[src/rtl/tensor_commit_collector_if.sv]
// Commit-beat input stream and assembled-tile output stream of the tensor commit collector.
// The master drives beats and accepts tiles; the slave is the collector.
interface tensor_commit_collector_if #(
  parameter int NUM_THREADS = 8,
  parameter int XLEN        = 32,
  parameter int UUID_W      = 44,
  parameter int NW_W        = 2,
  parameter int NR_W        = 6
);
  localparam int NUM_OCTETS = NUM_THREADS / 8;

  logic                          in_valid;
  logic                          in_ready;
  logic [UUID_W-1:0]             in_uuid;
  logic [NW_W-1:0]               in_wid;
  logic [NR_W-1:0]               in_rd;
  logic [NUM_THREADS*XLEN-1:0]   in_data;

  logic                          out_valid;
  logic                          out_ready;
  logic [UUID_W-1:0]             out_uuid;
  logic [NW_W-1:0]               out_wid;
  logic [NR_W-1:0]               out_rd;
  logic [NUM_OCTETS*16*32-1:0]   out_tile;

  modport master (
    output in_valid, in_uuid, in_wid, in_rd, in_data, out_ready,
    input  in_ready, out_valid, out_uuid, out_wid, out_rd, out_tile
  );

  modport slave (
    input  in_valid, in_uuid, in_wid, in_rd, in_data, out_ready,
    output in_ready, out_valid, out_uuid, out_wid, out_rd, out_tile
  );
endinterface

[src/rtl/tensor_commit_collector.sv]
// Pairs two HMMA commit beats into per-octet 4x4 fp32 D tiles; tile valid the cycle after beat1.
// Holds the tile and stalls beats while the consumer backpressures; a beat may enter as the tile leaves.
module tensor_commit_collector #(
  parameter int NUM_THREADS = 8,
  parameter int XLEN        = 32,
  parameter int UUID_W      = 44,
  parameter int NW_W        = 2,
  parameter int NR_W        = 6
) (
  input  logic                         clk,
  input  logic                         reset,
  input  logic                         flush,
  tensor_commit_collector_if.slave     bus,
  output logic                         err_mismatch,
  output logic [31:0]                  tile_count
);
  localparam int NUM_OCTETS = NUM_THREADS / 8;
  localparam int L          = 4 * NUM_OCTETS;
  localparam int TAG_W      = UUID_W + NW_W + NR_W;
  localparam int TILE_W     = NUM_OCTETS * 16 * 32;

  typedef enum logic [1:0] {EMPTY = 2'd0, HALF = 2'd1, FULL = 2'd2} state_t;

  state_t            state, state_d;
  logic              in_rdy, in_fire, out_fire, cap0, cap1;
  logic [TAG_W-1:0]  in_tag, tag_q;
  logic [TILE_W-1:0] tile_q;

  assign in_tag = {bus.in_uuid, bus.in_wid, bus.in_rd};

  always_comb begin
    state_d  = state;
    in_rdy   = !flush && (state != FULL || bus.out_ready);
    in_fire  = bus.in_valid && in_rdy;
    out_fire = (state == FULL) && bus.out_ready;
    cap0     = in_fire && (state != HALF);
    cap1     = in_fire && (state == HALF);
    case (state)
      EMPTY: if (in_fire) state_d = HALF;
      HALF: begin
        if (flush)        state_d = EMPTY;
        else if (in_fire) state_d = FULL;
      end
      FULL: if (out_fire) state_d = in_fire ? HALF : EMPTY;
      default: state_d = EMPTY;
    endcase
  end

  always_ff @(posedge clk or negedge reset) begin
    if (!reset) state <= EMPTY;
    else        state <= state_d;
  end

  always_ff @(posedge clk or negedge reset) begin
    if (!reset) begin
      tag_q        <= '0;
      err_mismatch <= 1'b0;
      tile_count   <= 32'd0;
    end else begin
      if (cap0) tag_q <= in_tag;
      if (cap1 && (in_tag != tag_q)) err_mismatch <= 1'b1;
      if (out_fire) tile_count <= tile_count + 32'd1;
    end
  end

  // Lane 4o+j feeds rows 0/1 and lane 4o+L+j rows 2/3; odd j selects the odd row,
  // j>=2 selects column 2; beat1 lands one column to the right of beat0.
  always_ff @(posedge clk or negedge reset) begin
    if (!reset) begin
      tile_q <= '0;
    end else begin
      for (int o = 0; o < NUM_OCTETS; o++) begin
        for (int h = 0; h < 2; h++) begin
          for (int j = 0; j < 4; j++) begin
            if (cap0)
              tile_q[((o*4 + 2*h + j%2)*4 + (j/2)*2)*32 +: 32]
                <= bus.in_data[(4*o + h*L + j)*XLEN +: 32];
            if (cap1)
              tile_q[((o*4 + 2*h + j%2)*4 + (j/2)*2 + 1)*32 +: 32]
                <= bus.in_data[(4*o + h*L + j)*XLEN +: 32];
          end
        end
      end
    end
  end

  assign bus.in_ready  = in_rdy;
  assign bus.out_valid = (state == FULL);
  assign {bus.out_uuid, bus.out_wid, bus.out_rd} = tag_q;
  assign bus.out_tile  = tile_q;
endmodule

[src/flat_wrapper.sv]
// flat-port wrapper written by rule: the top's interface ports become plain ports
module tensor_commit_collector_flat 
#(
  parameter int NUM_THREADS = 8,
  parameter int XLEN        = 32,
  parameter int UUID_W      = 44,
  parameter int NW_W        = 2,
  parameter int NR_W        = 6
)
  (clk, reset, flush, err_mismatch, tile_count, bus_in_valid, bus_in_uuid, bus_in_wid, bus_in_rd, bus_in_data, bus_out_ready, bus_in_ready, bus_out_valid, bus_out_uuid, bus_out_wid, bus_out_rd, bus_out_tile);
  tensor_commit_collector_if #(.NUM_THREADS(NUM_THREADS), .XLEN(XLEN), .UUID_W(UUID_W), .NW_W(NW_W), .NR_W(NR_W)) bus_i ();
  input  logic clk;
  input  logic reset;
  input  logic flush;
  output logic err_mismatch;
  output logic [31:0] tile_count;
  input wire logic [$bits(bus_i.in_valid)-1:0] bus_in_valid;
  input wire logic [$bits(bus_i.in_uuid)-1:0] bus_in_uuid;
  input wire logic [$bits(bus_i.in_wid)-1:0] bus_in_wid;
  input wire logic [$bits(bus_i.in_rd)-1:0] bus_in_rd;
  input wire logic [$bits(bus_i.in_data)-1:0] bus_in_data;
  input wire logic [$bits(bus_i.out_ready)-1:0] bus_out_ready;
  output wire logic [$bits(bus_i.in_ready)-1:0] bus_in_ready;
  output wire logic [$bits(bus_i.out_valid)-1:0] bus_out_valid;
  output wire logic [$bits(bus_i.out_uuid)-1:0] bus_out_uuid;
  output wire logic [$bits(bus_i.out_wid)-1:0] bus_out_wid;
  output wire logic [$bits(bus_i.out_rd)-1:0] bus_out_rd;
  output wire logic [$bits(bus_i.out_tile)-1:0] bus_out_tile;
  assign bus_i.in_valid = bus_in_valid;
  assign bus_i.in_uuid = bus_in_uuid;
  assign bus_i.in_wid = bus_in_wid;
  assign bus_i.in_rd = bus_in_rd;
  assign bus_i.in_data = bus_in_data;
  assign bus_i.out_ready = bus_out_ready;
  assign bus_in_ready = bus_i.in_ready;
  assign bus_out_valid = bus_i.out_valid;
  assign bus_out_uuid = bus_i.out_uuid;
  assign bus_out_wid = bus_i.out_wid;
  assign bus_out_rd = bus_i.out_rd;
  assign bus_out_tile = bus_i.out_tile;
  tensor_commit_collector #(.NUM_THREADS(NUM_THREADS), .XLEN(XLEN), .UUID_W(UUID_W), .NW_W(NW_W), .NR_W(NR_W)) u_core (.clk(clk), .reset(reset), .flush(flush), .bus(bus_i), .err_mismatch(err_mismatch), .tile_count(tile_count));
endmodule
[config.mk]
export PLATFORM = sky130hd
export DESIGN_NAME = tensor_commit_collector_flat
export DESIGN_NICKNAME = d
export VERILOG_FILES = /design/src/rtl/tensor_commit_collector_if.sv /design/src/rtl/tensor_commit_collector.sv /design/src/flat_wrapper.sv
export SDC_FILE = /design/constraint.sdc
export NUM_CORES = 1
export LEC_CHECK = 0
export CAP_MARGIN = 30
export CORE_AREA = 2 2 351 353
export DETAILED_ROUTE_END_ITERATION = 6
export DIE_AREA = 0 0 353 355
export GPL_ROUTABILITY_DRIVEN = 0
export PLACE_DENSITY_LB_ADDON = 0.25
export SLEW_MARGIN = 20
export SYNTH_ARGS = -nofsm -noshare
export SYNTH_HDL_FRONTEND = slang
export SYNTH_SLANG_ARGS = --single-unit
[constraint.sdc]
create_clock -name clk -period 5 [get_ports clk]
set_input_delay 1.5 -clock clk [delete_from_list [all_inputs] [get_ports clk]]
set_output_delay 1.5 -clock clk [all_outputs]
set_load 0.01 [all_outputs]
After elaboration in Yosys (flattened, before gate mapping)
Index checks and enable logic that the tools add are counted.
Widths: inputs -> output; s select.
{"block": "totals", "output_inout_bits": 599, "mem_bits_ro": 0, "mem_bits_rw": 0, "latchBits": 0, "regBits": 599, "elab_cells": 31, "mem_count": 0, "input_bits": 313}
{"block": "op_classes", "n_addsub": 1, "n_div": 0, "eq_ne": 8, "n_shift": 0, "bitwise": 0, "n_mux": 6, "n_lt_le_gt_ge": 0, "reduce_logical": 10, "multipliers": 0}
{"operator": "$ne 52x52->1", "n": 1}
{"operator": "$add 32x1->32 const B", "n": 1}
{"operator": "$mux 2", "n": 4}
{"operator": "$logic_and 1x1->1", "n": 6}
{"operator": "$ne 2x1->1 const B", "n": 3}
{"operator": "$pmux 2 s3", "n": 1}
{"operator": "$ne 3x2->1 const B", "n": 1}
{"operator": "$reduce_and 3->1", "n": 1}
{"operator": "$eq 2x1->1 const B", "n": 1}
{"operator": "$eq 2x2->1 const B", "n": 1}
{"operator": "$logic_not 2->1", "n": 1}
{"operator": "$ne 2x2->1 const B", "n": 1}
{"operator": "$logic_not 1->1", "n": 1}
{"operator": "$logic_or 1x1->1", "n": 1}
{"operator": "$mux 1", "n": 1}

Longest topological paths before layout
{"block": "depth", "word_depth": 7, "mapped_depth": 7}

Worst setup path after synthesis
Ideal clock, no wire load.
{"block": "synth_timing", "path_kind": "input to output", "start": "in bus_out_ready", "end": "out bus_in_ready", "path_stages": 3, "arrival_time_ps": 1822, "slack_ps": 1678, "path_cell_list": "inv_1 > and2_4 > nor2_1"}
{"block": "synth_via", "elab_chain_len": 2}
{"element": "from (decl)", "line": "flat_wrapper.sv:22", "source": "input wire logic [$bits(bus_i.out_ready)-1:0] bus_out_ready;"}
{"element": "$logic_or 1x1->1", "line": "tensor_commit_collector.sv:33", "source": "in_rdy = !flush && (state != FULL || bus.out_ready);"}
{"element": "$logic_and 1x1->1", "line": "tensor_commit_collector.sv:33"}
{"element": "to (decl)", "line": "flat_wrapper.sv:23", "source": "output wire logic [$bits(bus_i.in_ready)-1:0] bus_in_ready;"}
Every way passes these cells.

Worst setup path in the final report
Same ends and word-level chain as after synthesis.

==> key figures <==
Run status
  • Status: finished, final reports clean

Logic synthesis
  • Net count of the mapped netlist: 1710
  • Number of warnings reported in the yosys synthesis log: 0
  • Post-synthesis cell type with the largest combined area: sky130_fd_sc_hd__dfrtp_1
  • Top FF cell, synth: sky130_fd_sc_hd__dfrtp_1
  • EDFF count, synth: 0
  • Netlist Area Pre-Place: 23900 um^2
  • Post-synthesis async set-or-reset flop share: 100%
  • Top-area cell type share of the netlist area: 62.8%
  • Mean Syn Cell Area: 17.1 um^2
  • Post-synthesis register bit count: 599
  • Unique cell type count in the Yosys netlist: 31
  • Post-synthesis cell count: 1396
  • Main area contributors after synthesis: sky130_fd_sc_hd__dfrtp_1 63%, sky130_fd_sc_hd__mux2_2 17%, sky130_fd_sc_hd__mux2_4 13%
  • Sequential element share of the synthesized area: 62.8%

STA
  • Top achievable clock speed: 0.223 GHz
  • Worst rel slew slack: 42.9%
  • Slew at the pin closest to its max-slew limit: 0.857 ns
  • Setup TNS after final layout: 0 ns
  • Fin crit period: 4.48 ns
  • Final Cycle Share: 89.7%
  • Number of hold-slack violations in the final timing report: 0
  • Final count of pins violating max slew: 0
  • Post-route clock skew: 0.0284 ns
  • Setup repair after global routing missed its margin: no
  • Final number of setup-violating endpoints: 0

Worst setup path
  • Crit Path Class: primary input to primary output
  • Register-to-Register Path Depth: 6
  • Slowest Stage Delay on Critical Path: 0.58 ns
  • Critical path's most frequent cell: sky130_fd_sc_hd__clkdlybuf4s50_1
  • Chain of cells forming the critical path: clkdlybuf4s50_1, inv_1, and2_4, nor2_1, clkdlybuf4s50_1
  • Startpoint types: primary input
  • Max stage delay cell, worst path: sky130_fd_sc_hd__clkdlybuf4s50_1
  • Reg-to-reg critical path endpoint: u_core.bus.out_tile[206]
  • Required time of the critical path: 3.50 ns
  • FF-to-FF setup slack: 2.61 ns
  • Category of the worst setup path capture point: primary output
  • Reg-to-reg startpoint: u_core.state[1]
  • Maximum fanout along the worst path: 4
  • WP data arrival: 2.98 ns

Floorplanning
  • Area inside the core boundary: 121000 um^2
  • Overall die area: 125000 um^2
  • Chip height: 355 um
  • Count of pins on the block boundary: 912
  • Cell Rows: 128
  • Die Width: 353 um
  • Starting density of the core: 19.7%

Drt
  • Antenna viol nets, final: 0
  • Detailed Route Iter0 Violations: 618
  • Routed wire length: 84400 um
  • Drt drc: 0
  • Routed via count divided by cell count: 3.84
  • First-pass detailed-route iteration total: 4
  • Via total after detailed routing: 15500
  • Routed wire length per instance: 20.9 um

Clocking
  • Clock-pin slew reported for the worst setup and hold paths after clock tree synthesis: 0.06 ns
  • Count of instances resized after the clock tree is built: 0
  • Number of H-tree branching levels: 3
  • Clock tree from TritonCTS: built
  • Clk_lat worst skew: 0.63 ns
  • Number of buffers added to fix hold violations after cts: 0
  • Sinks on Clock Net: 599
  • Num CTS Buffers: 74
  • Maximum buffer depth of the clock tree: 3
  • Root Buffer Master: sky130_fd_sc_hd__clkbuf_16
  • Number of post-CTS setup repair buffers: 0

Layout
  • Cell area after layout: 37500 um^2
  • Synth-to-layout area growth: 57.0%
  • Share of final-layout standard cells stronger than drive strength 1: 30.3%
  • Nets: 2673
  • Utilization of the core after routing: 30.9%

Hold path
  • Class of the tightest hold or removal check: flip-flop to flip-flop
  • Start point of the worst hold path: u_core.tile_count[31]
  • WHS Endpoint: u_core.tile_count[31]
  • Worst hold path depth: 1

Global routing
  • Total routing resource utilization after global routing: 13.1%
  • Global-route wire length before repair: 123000 um
  • Initial antenna violation count: 7
  • Largest net degree at the start of global routing: 86
  • Leftover overflow at the end of global routing: 0
  • Via count of the first global-routing pass: 17500

Run
  • Max-cap check violation count: 0

Place
  • Post-place instance area: 35000 um^2
  • Dpl hpwl: 63500 um
  • Port Buffers: 911

Power
  • Worst VDD drop: 0.000247 V
  • Ratio of total power to cell area: 469 nW/um^2
  • Switching part of the total power: 28.2%
  • Leak Pwr: 0.0155 uW
  • Sequential share of power: 38.4%
  • Power dissipated by switching net loads: 4960 uW
  • Power share of the combinational group: 30.5%
  • Clock network power share: 31.1%
  • Internal power consumption: 12600 uW
worst max-delay path, delay by kind of cell:
| family | cells | cell delay (ns) |
|---|---|---|
| buf+inv | 3 | 1.23 |
| simple gates | 2 | 0.25 |
power groups by stage:
stage	clock network (uW)	registers, uW	logic, uW
final	5460	6750	5360
after global routing	5870	6910	5650
after CTS	5680	6760	5460
after detailed placement	0	6820	5430
after global placement	0	6780	5410
after floorplan	0	7260	1470
layer usage:
layer | global-route usage, % | up-vias | part of all wire, %
met5 | 0 | - | 0.030
met4 | 5.11 | 4 | 3.3
met1 | 14.5 | 7897 | 39
met3 | 5.27 | 132 | 8.8
met2 | 22.4 | 624 | 49
li1 | - | 6862 | -
state kept, by name (all words and copies together) (netlist names):
name	cells
u_core.bus.out_tile	512
u_core.tag_q	52
u_core.tile_count	32
u_core.state	2
u_core.err_mismatch	1
cell usage after synthesis (2+ instances only):
library cell	instances
sky130_fd_sc_hd__and2_1	4
sky130_fd_sc_hd__mux2_2	365
sky130_fd_sc_hd__buf_2	37
sky130_fd_sc_hd__nand4_1	10
sky130_fd_sc_hd__buf_6	10
sky130_fd_sc_hd__a21oi_1	3
sky130_fd_sc_hd__buf_8	12
sky130_fd_sc_hd__nor2_1	10
sky130_fd_sc_hd__nand2b_1	3
sky130_fd_sc_hd__xnor2_1	33
sky130_fd_sc_hd__xor2_1	50
sky130_fd_sc_hd__nand3_1	9
sky130_fd_sc_hd__mux2_4	200
sky130_fd_sc_hd__nor3_2	2
sky130_fd_sc_hd__nor4_1	11
sky130_fd_sc_hd__and4_1	2
sky130_fd_sc_hd__inv_1	2
sky130_fd_sc_hd__buf_4	3
sky130_fd_sc_hd__and3_1	8
sky130_fd_sc_hd__nand2_1	13
sky130_fd_sc_hd__dfrtp_1	599
layout by cell type, fill, tap and decap left out, types with 3 or more instances in the layout:
cell type and n:
sky130_fd_sc_hd__clkdlybuf4s50_1 910, sky130_fd_sc_hd__dfrtp_1 599, sky130_fd_sc_hd__mux2_2 365, sky130_fd_sc_hd__mux2_4 200, sky130_fd_sc_hd__clkbuf_16 75, sky130_fd_sc_hd__xor2_1 50, sky130_fd_sc_hd__xnor2_1 33, sky130_fd_sc_hd__buf_4 23
sky130_fd_sc_hd__clkbuf_1 16, sky130_fd_sc_hd__buf_12 15, sky130_fd_sc_hd__clkinv_2 14, sky130_fd_sc_hd__nand2_1 13, sky130_fd_sc_hd__clkbuf_8 13, sky130_fd_sc_hd__nor4_1 11, sky130_fd_sc_hd__nand4_1 10, sky130_fd_sc_hd__nor2_1 9
sky130_fd_sc_hd__nand3_1 9, sky130_fd_sc_hd__and3_1 8, sky130_fd_sc_hd__bufinv_16 6, sky130_fd_sc_hd__diode_2 5, sky130_fd_sc_hd__and2_1 4, sky130_fd_sc_hd__nand2b_1 3, sky130_fd_sc_hd__a21oi_1 3, sky130_fd_sc_hd__inv_6 3
area by class of cell:
cell class,count,area (um^2)
clock buffer,104,2120
multi-input combinational,733,8390
tap,1625,2030
timing repair buffer,949,9600
antenna,5,12.5
inverter,2,7.51
fill,12200,83900
clock inverter,28,344
sequential,599,15000
logic make-up after synthesis:
group           after synthesis  share of synthesized area [%]
xor+xnor                     83                           3.05
compound gates                3                         0.0629
buf+inv                      64                           2.13
mux                         565                           29.8
flops                       599                           62.8
simple gates                 81                           2.13
fa+ha+maj                     1                         0.0524
worst max-delay path by stage:
| stage | startpoint | endpoint | slack (ns) | cells after the start |
|---|---|---|---|---|
| 2_1_floorplan | bus_out_ready | bus_in_ready | 1.68 | 3 |
| 3_3_place_gp | bus_out_ready | bus_in_ready | 0.47 | 5 |
| 3_5_place_dp | bus_out_ready | bus_in_ready | 0.51 | 5 |
| 4_1_cts | bus_out_ready | bus_in_ready | 0.51 | 5 |
| 5_1_grt | bus_out_ready | bus_in_ready | 0.45 | 5 |
| 6_report | bus_out_ready | bus_in_ready | 0.52 | 5 |
stage by stage:
step	total power (uW)	std cells	setup WS (ns)	hold slack [ns]
after floorplan	8740	1396	1.68	0.508
after global placement	12200	3908	0.473	0.468
after detailed placement	12300	3908	0.512	0.475
after CTS	17900	4040	0.509	0.483
after global routing	18400	4045	0.451	0.506
final	17600	4045	0.516	0.474
Power figures use the tool's default switching activity.
